$ cat config.mk
export PLATFORM = sky130hd
export DESIGN_NAME = cr_iu_csr_wr_stage_flat
export DESIGN_NICKNAME = d
export VERILOG_FILES = /design/src/rtl/cr_iu_csr_wr_stage_if.sv /design/src/rtl/cr_iu_csr_wr_stage.sv /design/src/flat_wrapper.sv
export SDC_FILE = /design/constraint.sdc
export NUM_CORES = 1
export LEC_CHECK = 0
export CAP_MARGIN = 20
export CORE_MARGIN = 2
export CORE_UTILIZATION = 47
export DETAILED_ROUTE_END_ITERATION = 6
export PLACE_DENSITY = 0.87
export SYNTH_ARGS = -nofsm -noshare
export SYNTH_HDL_FRONTEND = slang
export SYNTH_SLANG_ARGS = --single-unit
$ cat constraint.sdc
create_clock -name forever_cpuclk -period 4.75 [get_ports forever_cpuclk]
set_clock_uncertainty 0.05 [all_clocks]
set_input_delay 0.95 -clock forever_cpuclk [delete_from_list [all_inputs] [get_ports forever_cpuclk]]
set_output_delay 0.95 -clock forever_cpuclk [all_outputs]
set_load 0.02 [all_outputs]
$ cat src/rtl/cr_iu_csr_wr_stage_if.sv
// Decoder-side request/response bundle of the IU CSR write-sequencing stage.
// The decoder drives the master modport; the write stage uses the slave modport.
interface cr_iu_csr_wr_stage_if #(
   parameter int WIDTH = 32
);
   logic             csr_req_vld;
   logic [1:0]       csr_req_op;
   logic [WIDTH-1:0] csr_req_wdata;
   logic             csr_req_rdy;
   logic             csr_flush;
   logic             csr_done;
   logic [WIDTH-1:0] csr_rd_data;

   modport master (
      output csr_req_vld, csr_req_op, csr_req_wdata, csr_flush,
      input  csr_req_rdy, csr_done, csr_rd_data
   );

   modport slave (
      input  csr_req_vld, csr_req_op, csr_req_wdata, csr_flush,
      output csr_req_rdy, csr_done, csr_rd_data
   );
endinterface

$ cat src/rtl/cr_iu_csr_wr_stage.sv
// CSR write-sequencing stage: snapshots the register, merges the RW/RS/RC operand,
// and issues the write only while the downstream clock gate is enabled.
module cr_iu_csr_wr_stage #(
   parameter int WIDTH = 32
) (
   input  logic                 forever_cpuclk,
   input  logic                 cpurst,
   input  logic                 cp0_yy_clk_en,
   cr_iu_csr_wr_stage_if.slave  req,
   input  logic [WIDTH-1:0]     x_reg_dout,
   output logic [WIDTH-1:0]     write_data,
   output logic                 x_write_en
);

   typedef enum logic [1:0] {
      IDLE  = 2'b00,
      MERGE = 2'b01,
      WRITE = 2'b10,
      DONE  = 2'b11
   } state_e;

   typedef enum logic [1:0] {
      OP_READ = 2'b00,
      OP_RW   = 2'b01,
      OP_RS   = 2'b10,
      OP_RC   = 2'b11
   } op_e;

   state_e           state_q, state_d;
   op_e              op_q, op_d;
   logic [WIDTH-1:0] operand_q, operand_d;
   logic [WIDTH-1:0] old_q, old_d;
   logic [WIDTH-1:0] wdata_q, wdata_d;
   logic [WIDTH-1:0] merged;
   logic             skip_write;
   logic             accept;

   // Read-modify-write merge; a READ re-presents the old value unchanged.
   always_comb begin
      // NOTE: every combinational output gets a default first so no path infers a latch.
      merged = old_q;
      unique case (op_q)
         OP_RW:   merged = operand_q;
         OP_RS:   merged = old_q | operand_q;
         OP_RC:   merged = old_q & ~operand_q;
         default: merged = old_q;
      endcase
   end

   // Set/clear with an all-zero mask cannot change the register, so the write is elided.
   assign skip_write = (op_q == OP_READ) ||
                       (((op_q == OP_RS) || (op_q == OP_RC)) && (operand_q == '0));

   assign accept = (state_q == IDLE) && req.csr_req_vld && !req.csr_flush;

   always_comb begin
      state_d   = state_q;
      op_d      = op_q;
      operand_d = operand_q;
      old_d     = old_q;
      wdata_d   = wdata_q;
      unique case (state_q)
         IDLE: begin
            if (accept) begin
               op_d      = op_e'(req.csr_req_op);
               operand_d = req.csr_req_wdata;
               old_d     = x_reg_dout;
               state_d   = MERGE;
            end
         end
         MERGE: begin
            if (req.csr_flush) begin
               state_d = IDLE;
            end else begin
               wdata_d = merged;
               state_d = skip_write ? DONE : WRITE;
            end
         end
         WRITE: begin
            if (req.csr_flush) begin
               state_d = IDLE;
            end else if (cp0_yy_clk_en) begin
               state_d = DONE;
            end
         end
         DONE: begin
            state_d = IDLE;
         end
         default: state_d = IDLE;
      endcase
   end

   always_ff @(posedge forever_cpuclk or posedge cpurst) begin
      // NOTE: all state, including the data registers, is cleared by the async reset.
      if (cpurst) begin
         state_q   <= IDLE;
         op_q      <= OP_READ;
         operand_q <= '0;
         old_q     <= '0;
         wdata_q   <= '0;
      end else begin
         // NOTE: non-blocking assignments so every register samples pre-edge values.
         state_q   <= state_d;
         op_q      <= op_d;
         operand_q <= operand_d;
         old_q     <= old_d;
         wdata_q   <= wdata_d;
      end
   end

   // The strobe follows the gate enable directly so a stalled write never leaks through.
   assign x_write_en      = (state_q == WRITE) && cp0_yy_clk_en && !req.csr_flush;
   assign write_data      = wdata_q;
   assign req.csr_req_rdy = (state_q == IDLE);
   assign req.csr_done    = (state_q == DONE);
   assign req.csr_rd_data = old_q;

endmodule

$ cat src/flat_wrapper.sv
// flat-port wrapper written by rule: the top's interface ports become plain ports
module cr_iu_csr_wr_stage_flat 
#(
   parameter int WIDTH = 32
)
  (forever_cpuclk, cpurst, cp0_yy_clk_en, x_reg_dout, write_data, x_write_en, req_csr_req_vld, req_csr_req_op, req_csr_req_wdata, req_csr_flush, req_csr_req_rdy, req_csr_done, req_csr_rd_data);
  cr_iu_csr_wr_stage_if #(.WIDTH(WIDTH)) req_i ();
  input  logic forever_cpuclk;
  input  logic cpurst;
  input  logic cp0_yy_clk_en;
  input  logic [WIDTH-1:0] x_reg_dout;
  output logic [WIDTH-1:0] write_data;
  output logic x_write_en;
  input wire logic [$bits(req_i.csr_req_vld)-1:0] req_csr_req_vld;
  input wire logic [$bits(req_i.csr_req_op)-1:0] req_csr_req_op;
  input wire logic [$bits(req_i.csr_req_wdata)-1:0] req_csr_req_wdata;
  input wire logic [$bits(req_i.csr_flush)-1:0] req_csr_flush;
  output wire logic [$bits(req_i.csr_req_rdy)-1:0] req_csr_req_rdy;
  output wire logic [$bits(req_i.csr_done)-1:0] req_csr_done;
  output wire logic [$bits(req_i.csr_rd_data)-1:0] req_csr_rd_data;
  assign req_i.csr_req_vld = req_csr_req_vld;
  assign req_i.csr_req_op = req_csr_req_op;
  assign req_i.csr_req_wdata = req_csr_req_wdata;
  assign req_i.csr_flush = req_csr_flush;
  assign req_csr_req_rdy = req_i.csr_req_rdy;
  assign req_csr_done = req_i.csr_done;
  assign req_csr_rd_data = req_i.csr_rd_data;
  cr_iu_csr_wr_stage #(.WIDTH(WIDTH)) u_core (.forever_cpuclk(forever_cpuclk), .cpurst(cpurst), .cp0_yy_clk_en(cp0_yy_clk_en), .req(req_i), .x_reg_dout(x_reg_dout), .write_data(write_data), .x_write_en(x_write_en));
endmodule
==> results.txt, run 1 <==
----------------------------------------------------
[Timing]
  Sum Neg Setup Slack ... 0 ps
  Part of the cycle the worst path needs ... 69.7%
  Total count of max-transition violations in the final report ... 0
  Transition at the pin with the smallest max-transition slack ... 983 ps
  Max Clk Rate ... 302 MHz
  Rel. slew slack ... 34.5%
  Count of final setup violators ... 0
  Final Hold Fails ... 0
  Final period demand of the worst path ... 3310 ps
  Unrepaired setup endpoints after global routing ... no

[Critical path]
  Critical path's largest stage delay ... 630 ps
  Crit Path Class ... primary input to output port
  Nature of the critical path endpoint ... output port
  CP max FO ... 5
  Slowest stage cell, crit path ... clkdlybuf4s50_1
  Cell type with the highest occurrence count on the critical path ... clkdlybuf4s50_1
  Critical path's top delay family ... buffers and inverters
  Data arrival time of the worst path ... 2310 ps
  Sum of buffers and inverters on the critical path ... 2
  Launching element type of the critical path ... primary input
  Cell chain of the critical path ... clkdlybuf4s50_1 -> nor3_1 -> clkdlybuf4s50_1
  Required time at the endpoint of the critical path ... 3750 ps

[Drt]
  DRC violations left ... 0
  Wire per inst ... 16.5 um
  Routed via count divided by cell count ... 5.22
  DRT Wirelength ... 10,500 um
  Remaining number of nets flagged by the antenna check after routing ... 0
  Overall via count from detail_route ... 3,322
  Starting DRC count in detailed routing ... 113
  Number of iterations in the first detailed-routing pass ... 4

[Logic synthesis]
  Post-Syn Area ... 4540 sq um
  Mean Syn Cell Area ... 12.1 sq um
  Post-synthesis net count ... 448
  Cell accounting for the most synthesized area ... dfrtp_1
  Area share of the largest cell type after synthesis ... 55.1%
  Total of warnings raised by yosys ... 0
  Count of unique library cells instantiated by Yosys ... 22
  Register bit count reported by yosys ... 100
  Dominant cells by area after synthesis ... dfrtp_1, mux2_2, xnor2_1
  Post-Syn Instances ... 377
  Part of the Yosys area used for sequential elements ... 55.1%

[Placed design]
  DP Cell Count ... 620
  Total cell area at the placement stage ... 5980 sq um
  Placer Congestion ... 0.787
  HPWL reported at the end of detailed placement ... 7160 um
  IO Port Bufs ... 137

[GRT]
  Via count of the first global-routing pass ... 3,505
  GRT overflow ... 0
  Antenna violations before repair ... 0
  Wire length of the first global-routing pass ... 17,300 um
  Pin count of the biggest net entering global routing ... 70
  Aggregate global-route resource usage ... 21.1%

[Die]
  Die area ... 10,500 sq um
  I/O Pins ... 138
  Die boundary width ... 102 um
  Floorplan core area ... 9330 sq um
  Initial cell density of the core ... 48.7%
  Die Ht ... 102 um
  Standard-cell row count ... 35

[Cells and area]
  P&R area growth vs syn ... 36.9%
  Leading cell type in the layout, fill and taps excluded ... clkdlybuf4s50_1
  Top library cells by usage in the layout, fill and taps aside ... clkdlybuf4s50_1, dfrtp_1, mux2_2
  Fraction of final layout cells sized beyond drive strength 1 ... 17.6%
  Finished Layout Cells ... 636
  Utilization after layout ... 66.7%
  Count of fill cells added during filler insertion ... 717
  Number of diodes added for antenna fixing ... 0
  Finished layout cell area ... 6220 sq um
  Flip-flop and latch area ... 2500 sq um
  Final-stage net count ... 573
  Multi-input gate area ... 1920 sq um

[Power and ir drop]
  Overall power ... 0.00377 W
  Power Dens Cells ... 606 nW/um^2
  Static leakage ... 2.50 nW
  Peak supply drop ... 0.331 mV

[CTS]
  Number of cells upsized or downsized after cts ... 0
  Quantity of hold-fixing buffers added after cts ... 0
  Clock tree from TritonCTS ... yes
  Number of clock sinks ... 100
  CTS H-tree depth ... 3
  Buffer depth of the longest clock path ... 2
  Number of buffers inserted during clock tree synthesis ... 9
  CTS clock-pin slew for the worst setup and hold paths ... 90 ps
  Buffer count from post-CTS setup fixing ... 0
  Root Buffer Master ... clkbuf_8
  Skew-Pair Late Insertion Delay ... 350 ps

[Worst hold path]
  Class of the tightest hold or removal check ... register to register

[Run status]
  Result of the run ... complete, no violations

[Job]
  Maximum Capacitance Violations ... 0

----------------------------------------------------
## power by group
part           leakage [nW]  switching, W  total [W]  internal, W
Combinational          1.18      0.000717    0.00160     0.000881
Clock                 0.117      0.000294   0.000645     0.000352
Sequential             1.20      0.000351    0.00153      0.00118
## layer usage
layer,vias up,wire (um),track usage (%)
li1,1569,-,-
met2,98,5370,36.5
met1,1649,4530,27.2
met4,0,73,5.54
met3,6,546,4.45
met5,-,0,0
## synthesized netlist by cell type
cell,instances
dfrtp_1,100
nor4b_1,1
buf_2,8
mux2_2,66
nor4b_2,1
inv_1,1
o32a_1,1
and2_1,33
nand4_1,1
mux2i_1,1
clkbuf_1,12
nand2_1,34
nor4_1,6
buf_4,6
nand4b_1,1
or3b_1,1
nor2_1,3
o31ai_1,33
xnor2_1,33
nor3_1,2
or2_2,1
a21oi_1,32
## tightest hold or removal path: stages, from the launching register on
cell,delay [ps]
dfrtp_1,350
nand2_1,50
o31ai_1,50
## area by class of cell
type | instances | share of cell area [%]
clock buffer | 10 | 2.05
clock inverter | 6 | 1.79
timing repair buffer | 140 | 22.4
sequential | 100 | 40.3
multi-input combinational | 250 | 30.8
tap | 129 | 2.60
inverter | 1 | 0.101
## worst paths after layout
kind / cells after the start / start / end / slack (ps)
max reg2reg: 3 / u_core.op_q[1] / u_core.write_data[14] / 2410
min: 2 / u_core.write_data[9] / u_core.write_data[9] / 430
max in group asynchronous: 3 / cpurst / u_core.write_data[14] / 2630
max: 3 / req_csr_flush / x_write_en / 1440
min reg2reg: 2 / u_core.write_data[9] / u_core.write_data[9] / 430
min in group asynchronous: 2 / cpurst / u_core.operand_q[14] / 1060
## sequential cells by signal, indices dropped and copies added, names as in the netlist
register                cells
u_core.operand_q           32
u_core.req.csr_rd_data     32
u_core.write_data          32
u_core.op_q                 2
u_core.state_q              2
## cells by family after synthesis
group | count (synthesis) | synth area share [%]
multiplexers | 67 | 16.6
flip-flops | 100 | 55.1
XOR/XNOR | 33 | 6.36
AO/OA/AOI/OAI | 66 | 9.20
AND/OR/NAND/NOR | 84 | 9.83
buffers and inverters | 27 | 2.95
## stage by stage
| stage | worst slack, ps | hold slack, ps |
|---|---|---|
| finish | 1440 | 433 |
| global route | 1370 | 459 |
| CTS | 1430 | 436 |
| detailed placement | 1430 | 415 |
| global placement | 1470 | 410 |
| floorplan | 1130 | 497 |
Note: power is estimated with default switching activity, not from simulation.
==> run 2, diff against run 1 <==
--- a/config.mk
+++ b/config.mk
@@ -7,9 +7,9 @@
 export LEC_CHECK = 0
 export CAP_MARGIN = 20
 export CORE_MARGIN = 2
-export CORE_UTILIZATION = 47
+export CORE_UTILIZATION = 43
 export DETAILED_ROUTE_END_ITERATION = 6
-export PLACE_DENSITY = 0.87
+export PLACE_DENSITY = 0.84
 export SYNTH_ARGS = -nofsm -noshare
 export SYNTH_HDL_FRONTEND = slang
 export SYNTH_SLANG_ARGS = --single-unit
==> constraint.sdc (replaced) <==
create_clock -name forever_cpuclk -period 3 [get_ports forever_cpuclk]
set_clock_uncertainty 0.05 [all_clocks]
set_input_delay 0.6 -clock forever_cpuclk [delete_from_list [all_inputs] [get_ports forever_cpuclk]]
set_output_delay 0.6 -clock forever_cpuclk [all_outputs]
set_load 0.02 [all_outputs]
==> run 2 against run 1 <==
  * Utilization shrank 5.9 points
  * Power grew 55%
  * Sequential share of layout area shrank 0.15 points
  * First-iteration DRC count shrank 1.8%
  * Largest power group unchanged
==> results.txt, run 2 (synthesized netlist as in run 1, its figures left out) <==
----------------------------------------------------
[Placed design]
  IO Port Bufs ... 137
  DP Cell Count ... 629
  Placer Congestion ... 0.787
  Total cell area at the placement stage ... 6030 sq um
  HPWL reported at the end of detailed placement ... 7240 um

[Cells and area]
  Count of fill cells added during filler insertion ... 851
  Final-stage net count ... 575
  Number of diodes added for antenna fixing ... 0
  Finished Layout Cells ... 645
  Finished layout cell area ... 6240 sq um
  Fraction of final layout cells sized beyond drive strength 1 ... 17.9%
  Multi-input gate area ... 1920 sq um
  Flip-flop and latch area ... 2500 sq um
  Top library cells by usage in the layout, fill and taps aside ... clkdlybuf4s50_1, dfrtp_1, mux2_2
  Leading cell type in the layout, fill and taps excluded ... clkdlybuf4s50_1
  P&R area growth vs syn ... 37.4%

[Power and ir drop]
  Overall power ... 0.00586 W
  Static leakage ... 2.50 nW
  Peak supply drop ... 0.461 mV
  Power Dens Cells ... 939 nW/um^2

[Run status]
  Result of the run ... complete, no violations

[CTS]
  CTS clock-pin slew for the worst setup and hold paths ... 90 ps
  CTS H-tree depth ... 3
  Clock tree from TritonCTS ... yes
  Number of buffers inserted during clock tree synthesis ... 9
  Buffer count from post-CTS setup fixing ... 0
  Number of clock sinks ... 100
  Root Buffer Master ... clkbuf_8
  Quantity of hold-fixing buffers added after cts ... 0
  Buffer depth of the longest clock path ... 2
  Number of cells upsized or downsized after cts ... 0
  Skew-Pair Late Insertion Delay ... 350 ps

[Critical path]
  Cell chain of the critical path ... clkdlybuf4s50_1 -> nor3_1 -> clkdlybuf4s50_1
  Required time at the endpoint of the critical path ... 2350 ps
  CP max FO ... 5
  Launching element type of the critical path ... primary input
  Crit Path Class ... primary input to output port
  Slowest stage cell, crit path ... clkdlybuf4s50_1
  Nature of the critical path endpoint ... output port
  Launching element of the worst setup path ... req_csr_flush
  Origin of the critical flop-to-flop path ... u_core.op_q[0]
  Critical path's largest stage delay ... 670 ps
  Cell type with the highest occurrence count on the critical path ... clkdlybuf4s50_1
  Data arrival time of the worst path ... 2030 ps
  Critical path's top delay family ... buffers and inverters
  Sum of buffers and inverters on the critical path ... 2

[Timing]
  Hold WS ... 435 ps
  Rel. slew slack ... 37.1%
  Final period demand of the worst path ... 2680 ps
  Transition at the pin with the smallest max-transition slack ... 943 ps
  Final Hold Fails ... 0
  Unrepaired setup endpoints after global routing ... no
  Max Clk Rate ... 373 MHz
  Total count of max-transition violations in the final report ... 0
  Count of final setup violators ... 0
  Part of the cycle the worst path needs ... 89.3%
  Sum Neg Setup Slack ... 0 ps

[Worst hold path]
  Class of the tightest hold or removal check ... register to register
  Start point of the worst min-delay path ... u_core.write_data[7]

[GRT]
  Met1 Use GR ... 23.4%
  GRT overflow ... 0
  Met2 Resource Use GR ... 33.0%
  Antenna violations before repair ... 0
  GR peak layer ... met2
  Aggregate global-route resource usage ... 18.9%
  Pin count of the biggest net entering global routing ... 101
  Via count of the first global-routing pass ... 3,546
  Met3 Track Usage GR ... 4.44%
  Wire length of the first global-routing pass ... 17,000 um

[Drt]
  Starting DRC count in detailed routing ... 111
  Overall via count from detail_route ... 3,404
  DRT Wirelength ... 10,500 um
  Number of iterations in the first detailed-routing pass ... 5
  Remaining number of nets flagged by the antenna check after routing ... 0
  Routed via count divided by cell count ... 5.28
  Wire per inst ... 16.3 um
  DRC violations left ... 0

[Die]
  Floorplan core area ... 10,300 sq um
  Standard-cell row count ... 37
  Die Ht ... 107 um
  Die area ... 11,400 sq um
  Initial cell density of the core ... 44.2%
  Die boundary width ... 107 um
  I/O Pins ... 138

[Job]
  Maximum Capacitance Violations ... 0

----------------------------------------------------
==> run 2: cell types whose count changed in the layout (fill, tap and decap cells not counted) <==
cell       before  now
bufinv_16       3    1
clkbuf_8        9   12
inv_4           1    0
inv_6           1    0
buf_12          0    2
clkinv_4        0    1
==> run 2: layer usage <==
metal	up-vias	share of wire, %
li1	1581	-
met1	1715	43
met2	95	51
met4	0	1.3
met3	13	4.3
met5	-	0
==> run 2: cell type report <==
class                      count  area share (%)
sequential                   100            40.1
timing repair buffer         142            23.0
tap                          136            2.73
clock buffer                  13            2.71
inverter                       1           0.120
multi-input combinational    250            30.7
clock inverter                 3           0.701
==> run 2: stage by stage <==
stage,util [%],setup WS [ps]
after floorplan,-,1160
after global placement,58.7,413
after detailed placement,58.7,308
after CTS,60.7,302
after global routing,60.7,284
final,60.7,320
==> run 2: path summary, 6_finish.rpt <==
kind / endpoint / slack, ps / cells past startpoint
setup / recovery: x_write_en / 320 / 3
hold reg to reg: u_core.write_data[7] / 430 / 2
min in group asynchronous: u_core.write_data[21] / 680 / 3
setup reg to reg: u_core.write_data[11] / 690 / 3
hold / removal: u_core.write_data[7] / 430 / 2
max in group asynchronous: u_core.op_q[1] / 1770 / 3
==> run 2: tightest hold or removal path, delay by kind of cell, from the launching register on <==
kind / cells / cell delay, ps
AND/OR/NAND/NOR: 1 / 50
flip-flops: 1 / 350
AO/OA/AOI/OAI: 1 / 50
==> run 2: power by group <==
part	leakage [nW]	internal (W)	switching [W]
clock	0.110	0.000455	0.000442
sequential	1.20	0.00186	0.000530
combinational	1.19	0.00141	0.00116
total	2.50	0.00372	0.00214
==> run 3, diff against run 2 <==
--- a/config.mk
+++ b/config.mk
@@ -6,10 +6,14 @@
 export NUM_CORES = 1
 export LEC_CHECK = 0
 export CAP_MARGIN = 20
+export CELL_PAD_IN_SITES_DETAIL_PLACEMENT = 0
+export CELL_PAD_IN_SITES_GLOBAL_PLACEMENT = 1
 export CORE_MARGIN = 2
-export CORE_UTILIZATION = 43
+export CORE_UTILIZATION = 33
 export DETAILED_ROUTE_END_ITERATION = 6
-export PLACE_DENSITY = 0.84
+export PLACE_DENSITY = 0.83
+export SLEW_MARGIN = 20
 export SYNTH_ARGS = -nofsm -noshare
 export SYNTH_HDL_FRONTEND = slang
 export SYNTH_SLANG_ARGS = --single-unit
+export TNS_END_PERCENT = 5
==> run 3 against run 2 <==
  * Power is 2.6% higher
  * Setup slack got worse by 26 ps
  * Critical path type unchanged
  * Non-clock buffer count up 1
  * Largest power group unchanged
  * Design area is 1.7% higher
  * Sequential share of layout area is 0.69 points lower
  * First-iteration DRC count up 82%
==> results.txt, run 3 (synthesized netlist as in run 1, its figures left out) <==
----------------------------------------------------
[Critical path]
  CP max FO ... 5
  Cell chain of the critical path ... clkdlybuf4s50_1 -> nor3_1 -> clkdlybuf4s50_1
  Data arrival time of the worst path ... 2060 ps
  Critical path's largest stage delay ... 660 ps
  Crit Path Class ... primary input to output port
  Cell type with the highest occurrence count on the critical path ... clkdlybuf4s50_1
  Required time at the endpoint of the critical path ... 2350 ps
  Slowest stage cell, crit path ... clkdlybuf4s50_1
  Launching element type of the critical path ... primary input
  Nature of the critical path endpoint ... output port

[Cells and area]
  P&R area growth vs syn ... 39.8%
  Fraction of final layout cells sized beyond drive strength 1 ... 17.5%
  Final-stage net count ... 576
  Number of diodes added for antenna fixing ... 0
  Top library cells by usage in the layout, fill and taps aside ... clkdlybuf4s50_1, dfrtp_1, mux2_2
  Finished Layout Cells ... 686
  Count of fill cells added during filler insertion ... 1,237
  Leading cell type in the layout, fill and taps excluded ... clkdlybuf4s50_1

[Timing]
  Final Hold Fails ... 0
  Unrepaired setup endpoints after global routing ... no
  Transition at the pin with the smallest max-transition slack ... 981 ps
  Final period demand of the worst path ... 2710 ps
  Max Clk Rate ... 370 MHz
  Rel. slew slack ... 34.6%
  Total count of max-transition violations in the final report ... 0
  Part of the cycle the worst path needs ... 90.2%
  Count of final setup violators ... 0
  Sum Neg Setup Slack ... 0 ps

[Job]
  Maximum Capacitance Violations ... 0

[Drt]
  DRT Wirelength ... 10,800 um
  Starting DRC count in detailed routing ... 202
  DRC violations left ... 0
  Routed via count divided by cell count ... 4.81
  Overall via count from detail_route ... 3,300
  Number of iterations in the first detailed-routing pass ... 4
  Wire per inst ... 15.8 um
  Remaining number of nets flagged by the antenna check after routing ... 0

[CTS]
  Quantity of hold-fixing buffers added after cts ... 0
  CTS clock-pin slew for the worst setup and hold paths ... 60 ps
  Root Buffer Master ... clkbuf_16
  Buffer count from post-CTS setup fixing ... 0
  Number of cells upsized or downsized after cts ... 0
  Clock tree from TritonCTS ... yes
  CTS H-tree depth ... 3
  Number of clock sinks ... 100
  Skew-Pair Late Insertion Delay ... 340 ps
  Buffer depth of the longest clock path ... 2
  Number of buffers inserted during clock tree synthesis ... 9

[Placed design]
  HPWL reported at the end of detailed placement ... 7220 um
  DP Cell Count ... 670
  Placer Congestion ... 0.766
  IO Port Bufs ... 137

[Run status]
  Result of the run ... complete, no violations

[Power and ir drop]
  Peak supply drop ... 0.373 mV
  Power Dens Cells ... 947 nW/um^2
  Static leakage ... 2.53 nW

[Die]
  I/O Pins ... 138
  Die Ht ... 121 um
  Floorplan core area ... 13,300 sq um
  Die boundary width ... 121 um
  Die area ... 14,700 sq um
  Initial cell density of the core ... 34.0%
  Standard-cell row count ... 42

[GRT]
  Antenna violations before repair ... 0
  Aggregate global-route resource usage ... 15.3%
  GRT overflow ... 0
  Pin count of the biggest net entering global routing ... 101
  Via count of the first global-routing pass ... 3,450
  Wire length of the first global-routing pass ... 17,500 um

[Worst hold path]
  Class of the tightest hold or removal check ... register to register

----------------------------------------------------
==> run 3: cell types whose count changed in the layout (fill, tap and decap cells not counted) <==
cell | previous run | this run
clkbuf_8 | 12 | 1
clkbuf_16 | 0 | 9
clkbuf_1 | 1 | 4
buf_4 | 3 | 4
bufinv_16 | 1 | 0
clkinv_2 | 1 | 2
clkinv_4 | 1 | 0
==> run 3: where the power goes <==
part	switching, W	internal [W]
registers	0.000489	0.00187
clock network	0.000480	0.000584
logic	0.00118	0.00141
total	0.00215	0.00386
==> run 3: cell type report <==
class | count | area (sq um) | share of cell area, %
Sequential cell | 100 | 2500 | 39.4
Multi-Input combinational cell | 250 | 1920 | 30.2
Timing Repair Buffer | 143 | 1440 | 22.7
Clock buffer | 14 | 254 | 4.00
Tap cell | 176 | 220 | 3.47
Clock inverter | 2 | 10.0 | 0.158
Inverter | 1 | 7.51 | 0.118
==> run 3: per-stage QoR <==
| step | cell area (sq um) | utilization (%) | setup WS [ps] | hold WS (ps) | total power (W) |
|---|---|---|---|---|---|
| 2_1_floorplan | 4550 | - | 1160 | 497 | 0.00387 |
| 3_3_place_gp | 6090 | 45.6 | 432 | 412 | 0.00494 |
| 3_5_place_dp | 6090 | 45.6 | 325 | 420 | 0.00502 |
| 4_1_cts | 6350 | 47.6 | 316 | 434 | 0.00611 |
| 5_1_grt | 6350 | 47.6 | 240 | 464 | 0.00642 |
| 6_report | 6350 | 47.6 | 294 | 425 | 0.00601 |
==> run 3: worst paths after layout <==
kind	end	cells past startpoint	from	slack [ps]
min	u_core.write_data[22]	2	u_core.write_data[22]	430
max in group asynchronous	u_core.op_q[1]	3	cpurst	1760
min reg2reg	u_core.write_data[22]	2	u_core.write_data[22]	430
max	x_write_en	3	req_csr_flush	290
min in group asynchronous	u_core.req.csr_rd_data[12]	3	cpurst	710
max reg2reg	u_core.write_data[13]	3	u_core.op_q[0]	600
==> run 3: metal layers <==
metal	share of wire, %	track usage (%)	wire [um]	vias up
met2	49	26.2	5340	89
met3	5.6	4.56	602	11
met4	1.4	4.81	152	0
met5	0	0	0	-
li1	-	-	-	1581
met1	44	18.3	4750	1619
==> run 3: critical path: cells and delay by family <==
family        cells  cell delay [ps]
buf+inv           2             1190
simple gates      1              260
